`src/rtl/data_path.sv`:
```
// data_path: 8-bit register file, bus muxes and flag-producing ALU behind the control unit
module data_path #(
  parameter logic [7:0] PC_RESET = 8'h00,
  parameter logic [3:0] CCR_RESET = 4'b0000
) (
  input  logic       clk,
  input  logic       reset,
  input  logic       IR_Load,
  input  logic       MAR_Load,
  input  logic       PC_Load,
  input  logic       PC_Inc,
  input  logic       A_Load,
  input  logic       B_Load,
  input  logic [3:0] ALU_Sel,
  input  logic       CCR_Load,
  input  logic [1:0] Bus1_Sel,
  input  logic [1:0] Bus2_Sel,
  input  logic [7:0] from_memory,
  output logic [7:0] address,
  output logic [7:0] to_memory,
  output logic [7:0] IR,
  output logic [3:0] CCR_Result
);
  logic [7:0] pc, mar, a, b, bus1, bus2, opd, res;
  logic [8:0] sum, diff;
  logic       c, v;
  assign bus1 = Bus1_Sel == 2'b00 ? pc : Bus1_Sel == 2'b01 ? a : Bus1_Sel == 2'b10 ? b : 8'h00;
  assign bus2 = Bus2_Sel == 2'b00 ? res : Bus2_Sel == 2'b01 ? bus1 : Bus2_Sel == 2'b10 ? from_memory : 8'h00;
  assign opd = ALU_Sel == 4'd0 || ALU_Sel == 4'd1 ? b : 8'h01;
  assign sum = {1'b0, bus1} + {1'b0, opd};
  assign diff = {1'b0, bus1} - {1'b0, opd};
  always_comb begin
    res = 8'h00;
    c = 1'b0;
    v = 1'b0;
    case (ALU_Sel)
      4'd0, 4'd7, 4'd8: begin
        res = sum[7:0];
        c = sum[8];
        v = bus1[7] == opd[7] && res[7] != bus1[7];
      end
      4'd1, 4'd9, 4'd10: begin
        res = diff[7:0];
        c = diff[8];
        v = bus1[7] != opd[7] && res[7] != bus1[7];
      end
      4'd2: res = {7'd0, |bus1 && |b};
      4'd3: res = {7'd0, |bus1 || |b};
      4'd4: res = bus1 & b;
      4'd5: res = bus1 | b;
      4'd6: res = bus1 ^ b;
      default: res = 8'h00;
    endcase
  end
  always_ff @(posedge clk or negedge reset)
    if (!reset) begin
      pc <= PC_RESET;
      mar <= 8'h00;
      IR <= 8'h00;
      a <= 8'h00;
      b <= 8'h00;
      CCR_Result <= CCR_RESET;
    end else begin
      pc <= PC_Load ? bus2 : PC_Inc ? pc + 8'd1 : pc;
      if (MAR_Load) mar <= bus2;
      if (IR_Load) IR <= bus2;
      if (A_Load) a <= bus2;
      if (B_Load) b <= bus2;
      if (CCR_Load) CCR_Result <= {c, res == 8'h00, res[7], v};
    end
  assign address = mar;
  assign to_memory = bus1;
endmodule

```
`config.mk`:
```
export PLATFORM = sky130hd
export DESIGN_NAME = data_path
export DESIGN_NICKNAME = d
export VERILOG_FILES = /design/src/rtl/data_path.sv
export SDC_FILE = /design/constraint.sdc
export NUM_CORES = 1
export LEC_CHECK = 0
export BUFFER_PORTS_ARGS = -buffer_cell sky130_fd_sc_hd__buf_2
export CORE_MARGIN = 10
export CORE_UTILIZATION = 60
export CTS_CLUSTER_DIAMETER = 80
export DETAILED_ROUTE_END_ITERATION = 8
export PLACE_DENSITY_LB_ADDON = 0.3
export SYNTH_ARGS = -nofsm -noshare
export SYNTH_HDL_FRONTEND = slang
export SYNTH_SLANG_ARGS = --single-unit
export TNS_END_PERCENT = 20
```
`constraint.sdc`:
```
create_clock -name clk -period 7.5 [get_ports clk]
set_input_delay 0 -clock clk [delete_from_list [all_inputs] [get_ports clk]]
set_output_delay 0 -clock clk [all_outputs]
set_load 0.02 [all_outputs]
```
After elaboration in Yosys (flattened, before gate mapping)
Cells that the tools add are included.
{"block": "totals", "reg_bits": 44, "latch_bits": 0, "mem_bits_rw": 0, "rom_bits": 0, "in_bits": 25, "out_inout_bits": 28, "wordCells": 56, "mem_count": 0}
{"block": "classes", "add_sub_neg": 3, "n_mul": 0, "n_div": 0, "magnitude_cmp": 0, "n_eq_ne": 18, "n_shift": 0, "mux": 12, "n_bitwise": 3, "reduce_logical": 14}
{"operator": "2-to-1 mux 8 bit", "n": 9}
{"operator": "case mux 8 bit (7 select lines)", "n": 1}
{"operator": "equality test 4 x 3 -> 1 bit, second input constant", "n": 4}
{"operator": "OR reduction 8 bit", "n": 2}
{"operator": "equality test 4 bit, second input constant", "n": 3}
{"operator": "adder 8 x 8 -> 9 bit", "n": 1}
{"operator": "subtractor 8 x 8 -> 9 bit", "n": 1}
{"operator": "adder 8 x 1 -> 8 bit, second input constant", "n": 1}
{"operator": "AND 8 bit", "n": 1}
{"operator": "equality test 4 x 2 -> 1 bit, second input constant", "n": 2}
{"operator": "logical NOT 8 bit", "n": 1}
{"operator": "OR 8 bit", "n": 1}
{"operator": "bitwise XOR 8 bit", "n": 1}
{"operator": "OR reduction 3 bit", "n": 2}
{"operator": "equality test 2 x 1 -> 1 bit, second input constant", "n": 2}
{"operator": "equality test 2 bit, second input constant", "n": 2}
{"operator": "equality test 4 x 1 -> 1 bit, second input constant", "n": 1}
{"operator": "logical NOT 2 bit", "n": 2}
{"operator": "logical NOT 4 bit", "n": 1}
{"operator": "case mux 1 bit (2 select lines)", "n": 2}
{"operator": "logical AND 1 bit", "n": 3}
{"operator": "!= test 1 bit", "n": 3}
{"operator": "logical OR 1 bit", "n": 2}
{"operator": "nonzero test 2 bit", "n": 1}
{"operator": "equality test 1 bit", "n": 1}

Longest topological paths before layout
Gate-level depths: netlist (run 1).
{"block": "logic_depth", "depth_word": 9, "depth_mapped": 14}

Worst setup path after synthesis (run 1)
Ideal clock, no wire load.
{"block": "synth_timing", "kind": "flip-flop to flip-flop", "from": "register pc[0]", "to": "register a[6]", "setup_time_ns": 0.137, "arrival_ns": 2.958, "required_ns": 7.363, "path_slack_ns": 4.405, "path_stages_with_launch": 13, "path_cell_list": "dfrtp_1 > mux2i_1 > o2bb2ai_1 > inv_1 > ha_1 > fa_1 > nor2b_1 > o2111a_1 > o31a_1 > o31ai_1 > o31a_1 > a21oi_1 > a21oi_1"}
{"block": "synth_between", "elab_chain_len": 4, "elab_cells_between_ends": 5, "classes_between": "add/sub: 2; mux: 3"}
{"element": "from (decl)", "line": "24", "rtl": "logic [7:0] pc, mar, a, b, bus1, bus2, opd, res;"}
{"element": "from (signal assigned)", "line": "64", "rtl": "pc <= PC_Load ? bus2 : PC_Inc ? pc + 8'd1 : pc;"}
{"element": "2-to-1 mux 8 bit (*)", "line": "27", "rtl": "assign bus1 = Bus1_Sel == 2'b00 ? pc : Bus1_Sel == 2'b01 ? a : Bus1_Sel == 2'b10 ? b : 8'h00;"}
{"element": "net to_memory[0]", "line": "20", "rtl": "output logic [7:0] to_memory,"}
{"element": "subtractor 8 x 8 -> 9 bit or adder 8 x 8 -> 9 bit (tied branches)", "line": "31, 30"}
{"element": "case mux 8 bit (7 select lines) (*)", "line": "36", "rtl": "case (ALU_Sel)"}
{"element": "2-to-1 mux 8 bit (*)", "line": "28", "rtl": "assign bus2 = Bus2_Sel == 2'b00 ? res : Bus2_Sel == 2'b01 ? bus1 : Bus2_Sel == 2'b10 ? from_memory : 8'h00;"}
{"element": "to (signal assigned)", "line": "67", "rtl": "if (A_Load) a <= bus2;"}
{"element": "to (decl)", "line": "24"}
Mark *: on every way through the listed nets, which the timed path passes. The rest lies on a longest branch.
A chain may end at the register's enable or synchronous reset.

Final worst setup path (run 1)
{"block": "layout_timing", "from": "register pc[3]", "to": "register a[6]"}
{"block": "layout_between", "elab_chain_len": 4, "elab_cells_between_ends": 5, "classes_between": "add/sub: 2; mux: 3"}
{"element": "2-to-1 mux 8 bit (*)", "line": "27"}
{"element": "subtractor 8 x 8 -> 9 bit or adder 8 x 8 -> 9 bit (tied branches)", "line": "31, 30"}
{"element": "case mux 8 bit (7 select lines) (*)", "line": "36"}
{"element": "2-to-1 mux 8 bit (*)", "line": "28"}
Mark *: on every way between the ends. The rest lies on a longest branch, timed or not.

==> flow_metrics.env, run 1 <==
export IMPL_critPathKind="reg -> reg"
export IMPL_cp_max_fo=12
export IMPL_core_area_mm2=0.00585
export IMPL_setup_tns_final_ns=0
export IMPL_dp_slack_ns=3.90
export IMPL_synthesis_area_mm2=0.00358
export IMPL_status="finished, final reports clean"
export IMPL_rsz0062_at_grt="no"
export IMPL_relSlewSlack=0.219
export IMPL_ys_top_cells_by_area="dfrtp_1 (31%), ha_1 (12%), a21oi_1 (8.0%)"
export IMPL_synth_fp_nets=481
export IMPL_die_area_mm2=0.00946
export IMPL_yosys_warnings=0
export IMPL_clkLatencyLatePin_ns=0.30
export IMPL_cp_arrival_ns=3.72
export IMPL_hold_slack_ns=0.0559
export IMPL_async_flop_share=1.00
export IMPL_tightest_slew_ns=1.17
export IMPL_end_kind="flip-flop"
export IMPL_avgViaCountPerCell=6.15
export IMPL_drc=0
export IMPL_root_buffer="clkbuf_8"
export IMPL_synth_largest_area_cell="dfrtp_1"
export IMPL_clock_skew_ns=0.0105
export IMPL_synth_most_common_cell="a21oi_1"
export IMPL_dr_pass1_iters=5
export IMPL_grt_remaining_overflow=0
export IMPL_maxCapViolations=0
export IMPL_routedWlPerCell_um=18.7
export IMPL_grt_pass1_wl_um=16500
export IMPL_synth_edf_count=0
export IMPL_ys_seq_area_frac=0.307
export IMPL_p_leak_uw=0.00194
export IMPL_grt_max_degree=45
export IMPL_placed_cell_area_mm2=0.00383
export IMPL_postCtsSetupBuffers=0
export IMPL_synthCells=420
export IMPL_required_ns=7.66
export IMPL_fmax_mhz=281
export IMPL_routed_wirelength_um=10100
export IMPL_synthToLayoutAreaGrowth_pct=10.9
export IMPL_die_h_um=97.3
export IMPL_insertedDiodeCount=0
export IMPL_cts_repair_resized=0
export IMPL_worst_setup_path_start_kind="flip-flop"
export IMPL_finalNetCount=522
export IMPL_synth_common_cells="a21oi_1 (57), nor2_1 (46), dfrtp_1 (44)"
export IMPL_synth_top_area_frac=0.307
export IMPL_use_met2=0.347
export IMPL_fin_area_mm2=0.00397
export IMPL_antenna_found_initial=0
export IMPL_use_met1=0.246
export IMPL_hold_violations=0
export IMPL_grt_busiest_layer="met2"
export IMPL_ys_flop_type="dfrtp_1"
export IMPL_grt_usage=0.206
export IMPL_ys_types=59
export IMPL_min_period_ns=3.56
export IMPL_cts_buffer_depth=2
export IMPL_die_x_um=97.3
export IMPL_clkTransAtPathRegs_ns=0.09
export IMPL_cts_tree="done"
export IMPL_cts_sink_count=44
export IMPL_grt_use_met3=0.0420
export IMPL_fin_ws_ns=3.94
export IMPL_drt_iter0_markers=240
export IMPL_num_vias=3304
export IMPL_p_per_area_mw_per_mm2=205
export IMPL_initial_core_util=0.612
export IMPL_io_pins=53
export IMPL_setup_viol=0
export IMPL_rows=28
export IMPL_final_util=0.679
export IMPL_grt_pass1_vias=3327
export IMPL_cts_hold_buffers_added=2
export IMPL_fillers=513
export IMPL_gp_congestion=0.925
export IMPL_avgSynthCellArea_um2=8.53
export IMPL_fin_crit_sh=0.475
export IMPL_port_buffers=52
export IMPL_numCtsBuffers=5
export IMPL_hpwl_um=7730
export IMPL_htreeDepth=2
export IMPL_ir_drop_mv=0.254
export IMPL_hp_class="in -> reg"
export IMPL_ant_nets=0
export IMPL_drive_above_1_share=0.173
export IMPL_slew_violations=0
export IMPL_synth_seq_cells=44
## metrics by stage
| stage | total power [uW] | instances |
|---|---|---|
| 2_1_floorplan | 526 | 420 |
| 3_3_place_gp | 614 | 527 |
| 3_5_place_dp | 621 | 527 |
| 4_1_cts | 816 | 537 |
| 5_1_grt | 870 | 537 |
| 6_report | 814 | 537 |
## placed cells by master, fill, tap and decap left out, drive strengths merged, types with 11 or more instances in the layout
master,Yosys,layout
buf,10,52
a21oi,60,60
inv,36,36
nand2,22,22
ha,34,34
mux2,11,11
dfrtp,44,44
nor2,46,46
mux2i,17,17
o21ai,13,13
## power by group
group	internal, uW	leakage, uW	switching [uW]
Clock	109	0.0000614	81.1
Combinational	121	0.00136	199
Sequential	271	0.000525	32.0
Total	501	0.00194	312
## final cells by class
type / instances / area (um2) / area share
clock buffers: 6 / 82.6 / 0.0208
clock inverters: 2 / 38.8 / 0.00976
inverters: 36 / 135 / 0.0340
multi-input cells: 320 / 2240 / 0.564
flip-flops and latches: 44 / 1100 / 0.277
well taps: 75 / 93.8 / 0.0236
repair buffers: 54 / 280 / 0.0705
## cells by family after synthesis
family | count (synthesis) | synth area share
AO/OA/AOI/OAI | 134 | 0.238
AND/OR/NAND/NOR | 111 | 0.148
buffers and inverters | 56 | 0.0670
flip-flops | 44 | 0.307
adder cells (fa/ha/maj) | 36 | 0.130
multiplexers | 28 | 0.0821
XOR/XNOR | 11 | 0.0269
## worst max-delay path: stages (launching register included)
cell and delay, ns:
dfrtp_1 0.44, mux2i_1 0.16, a2bb2oi_1 0.33, inv_1 0.19, ha_1 0.56, nor3_1 0.15, o311ai_0 0.47, a211o_1 0.19
o31ai_1 0.10, o31a_1 0.27, a21oi_1 0.42, a21oi_1 0.14
## worst paths after layout
kind / start / to / slack [ns] / cells after the start
hold / removal: MAR_Load / address[7] / 0.06 / 2
setup reg to reg: pc[3] / a[6] / 3.94 / 11
max in group asynchronous: reset / pc[1] / 6.53 / 2
min in group asynchronous: reset / IR[0] / 0.37 / 2
setup / recovery: pc[3] / a[6] / 3.94 / 11
hold reg to reg: IR[3] / IR[3] / 0.51 / 1
## layer usage
layer	routed length (um)	vias up
li1	-	1585
met1	4210	1566
met2	4880	128
met3	616	25
met4	352	0
met5	0	-
## registers in the layout, indices dropped and copies added (netlist names)
name and count:
IR 8, a 8, address 8, b 8, pc 8, CCR_Result 4
(Power assumes the default switching activity.)
==> run 2: changes to the inputs <==
--- a/config.mk
+++ b/config.mk
@@ -5,9 +5,10 @@
 export SDC_FILE = /design/constraint.sdc
 export NUM_CORES = 1
 export LEC_CHECK = 0
+export ABC_AREA = 1
 export BUFFER_PORTS_ARGS = -buffer_cell sky130_fd_sc_hd__buf_2
 export CORE_MARGIN = 10
-export CORE_UTILIZATION = 60
+export CORE_UTILIZATION = 59
 export CTS_CLUSTER_DIAMETER = 80
 export DETAILED_ROUTE_END_ITERATION = 8
 export PLACE_DENSITY_LB_ADDON = 0.3
==> constraint.sdc (replaced) <==
create_clock -name clk -period 3.46 [get_ports clk]
set_input_delay 0 -clock clk [delete_from_list [all_inputs] [get_ports clk]]
set_output_delay 0 -clock clk [all_outputs]
set_load 0.02 [all_outputs]
==> flow_metrics.env, run 2 <==
export IMPL_status="finished, final reports clean"
export IMPL_hold_depth=3
export IMPL_cts_repair_resized=0
export IMPL_critPathKind="reg -> reg"
export IMPL_rows=29
export IMPL_maxCapViolations=0
export IMPL_slew_violations=0
export IMPL_relSlewSlack=0.347
export IMPL_numCtsBuffers=5
export IMPL_drive_above_1_share=0.167
export IMPL_r2r_slack_ns=0.65
export IMPL_min_period_ns=2.81
export IMPL_core_area_mm2=0.00631
export IMPL_cts_hold_buffers_added=1
export IMPL_synthesis_area_mm2=0.00381
export IMPL_grt_pass1_vias=3767
export IMPL_p_leak_uw=0.00240
export IMPL_regToRegStartpoint="b[1]"
export IMPL_fillers=574
export IMPL_hp_class="in -> reg"
export IMPL_avgViaCountPerCell=5.48
export IMPL_mostFrequentLayoutCell="nand2_1"
export IMPL_power_switching_uw=666
export IMPL_routedWlPerCell_um=15.3
export IMPL_cp_arrival_ns=3.01
export IMPL_initial_core_util=0.603
export IMPL_clock_skew_ns=0.00665
export IMPL_min_delay_start="A_Load"
export IMPL_avgSynthCellArea_um2=6.70
export IMPL_swShare=0.401
export IMPL_cts_tree="done"
export IMPL_setup_tns_final_ns=0
export IMPL_cts_sink_count=44
export IMPL_ys_types=38
export IMPL_hold_end="a[1]"
export IMPL_synth_common_cells="nand2_1 (186), inv_1 (67), nor2_1 (60)"
export IMPL_grt_max_degree=45
export IMPL_pwr_share_seq=0.380
export IMPL_synthCells=568
export IMPL_power_clock_fraction=0.249
export IMPL_ys_flop_type="dfrtp_1"
export IMPL_root_buffer="clkbuf_8"
export IMPL_drc=0
export IMPL_synth_fp_nets=629
export IMPL_fin_crit_sh=0.813
export IMPL_die_h_um=100
export IMPL_synthToLayoutAreaGrowth_pct=10.7
export IMPL_hold_slack_ns=0.00363
export IMPL_r2r_end="pc[3]"
export IMPL_rsz0062_at_grt="no"
export IMPL_grt_usage=0.212
export IMPL_fmax_mhz=356
export IMPL_io_pins=53
export IMPL_end_kind="flip-flop"
export IMPL_power_internal_uw=993
export IMPL_ant_nets=0
export IMPL_async_flop_share=1.00
export IMPL_worst_setup_path_start_kind="flip-flop"
export IMPL_finalNetCount=678
export IMPL_required_ns=3.65
export IMPL_dr_pass1_iters=6
export IMPL_die_x_um=100
export IMPL_die_area_mm2=0.0101
export IMPL_tightest_slew_ns=0.979
export IMPL_synth_edf_count=0
export IMPL_ys_seq_area_frac=0.289
export IMPL_drt_iter0_markers=243
export IMPL_grt_pass1_wl_um=17500
export IMPL_hpwl_um=8490
export IMPL_clkLatencyLatePin_ns=0.31
export IMPL_ff2ff_path_depth=16
export IMPL_postCtsSetupBuffers=0
export IMPL_clkTransAtPathRegs_ns=0.09
export IMPL_synth_top_area_frac=0.289
export IMPL_antenna_found_initial=0
export IMPL_ir_drop_mv=0.292
export IMPL_cts_buffer_depth=2
export IMPL_combPwrFrac=0.371
export IMPL_htreeDepth=2
export IMPL_final_cell_mix="nand2_1 (186), inv_1 (67), nor2_1 (60), buf_2 (52), nand3_1 (51)"
export IMPL_synth_largest_area_cell="dfrtp_1"
export IMPL_p_per_area_mw_per_mm2=394
export IMPL_num_vias=3808
export IMPL_hold_violations=0
export IMPL_grt_remaining_overflow=0
export IMPL_routed_wirelength_um=10600
export IMPL_port_buffers=52
export IMPL_setup_viol=0
export IMPL_synth_most_common_cell="nand2_1"
export IMPL_synth_seq_cells=44
export IMPL_ys_top_cells_by_area="dfrtp_1 (29%), nand2_1 (18%), ha_1 (11%)"
export IMPL_yosys_warnings=0
export IMPL_cp_max_fo=5
export IMPL_insertedDiodeCount=0
export IMPL_gp_congestion=0.925
==> run 2: changes by cell type in the layout (fill, tap and decap cells not counted), moves of 13 or more <==
cell / previous run / this run
inv_1: 33 / 67
mux2i_1: 17 / 0
nand2_1: 22 / 186
nor2_1: 46 / 60
nand3_1: 5 / 51
a21oi_1: 57 / 13
nor2_2: 0 / 13
==> run 2: worst max-delay path by stage <==
stage / start / endpoint / slack, ns / cells after the start
6_report: b[1] / pc[3] / 0.65 / 16
5_1_grt: pc[1] / b[7] / 0.43 / 19
4_1_cts: b[1] / pc[3] / 0.70 / 16
3_5_place_dp: b[1] / pc[3] / 0.73 / 16
3_3_place_gp: b[1] / pc[3] / 0.76 / 16
2_1_floorplan: pc[0] / b[6] / 1.16 / 17
==> run 2: power groups by stage <==
stage               Clock, uW  Combinational [uW]  Sequential [uW]
finish                    413                 616              630
global route              439                 690              638
CTS                       416                 611              628
detailed placement          0                 607              637
global placement            0                 593              636
floorplan                   0                 394              663
==> run 2: area by class of cell <==
type / count / area, um2 / share of cell area
clock buffer: 5 / 68.8 / 0.0163
clock inverter: 3 / 46.3 / 0.0110
inverter: 78 / 293 / 0.0695
multi-input combinational: 435 / 2340 / 0.555
sequential: 44 / 1100 / 0.261
timing repair buffer: 53 / 270 / 0.0641
tap: 77 / 96.3 / 0.0229
==> run 2: kinds of logic after synthesis <==
family,synth area share
compound gates,0.0858
fa+ha+maj,0.122
buf+inv,0.0960
simple gates,0.391
flops,0.289
xor+xnor,0.0161
==> run 2: worst max-delay path, stage by stage (launching register included) <==
cell and delay (ns):
dfrtp_1 0.44, nand3_1 0.11, nand2_1 0.07, nor2_2 0.32
inv_1 0.21, ha_1 0.37, inv_1 0.05, nand2_1 0.06
nand2_1 0.09, nand2_1 0.11, nand2_1 0.07, nand3_1 0.10
nand2_1 0.09, o21ai_2 0.27, nand2_1 0.16, nand2_1 0.09
o21ai_1 0.06
==> run 2: through the flow <==
stage,cell area (um2),cells,setup slack (ns),power [uW],util
2_1_floorplan,3810,568,1.16,1060,-
3_3_place_gp,4090,686,0.758,1230,0.648
3_5_place_dp,4090,686,0.735,1240,0.648
4_1_cts,4220,695,0.700,1650,0.668
5_1_grt,4220,695,0.432,1770,0.668
6_report,4220,695,0.648,1660,0.668
==> run 2: routing by layer <==
metal / part of all wire / vias to the layer above / GRT usage
met3: 0.050 / 22 / 0.0295
met2: 0.51 / 116 / 0.372
met4: 0.026 / 0 / 0.0793
met1: 0.41 / 1779 / 0.254
li1: - / 1891 / -
met5: 0 / - / 0
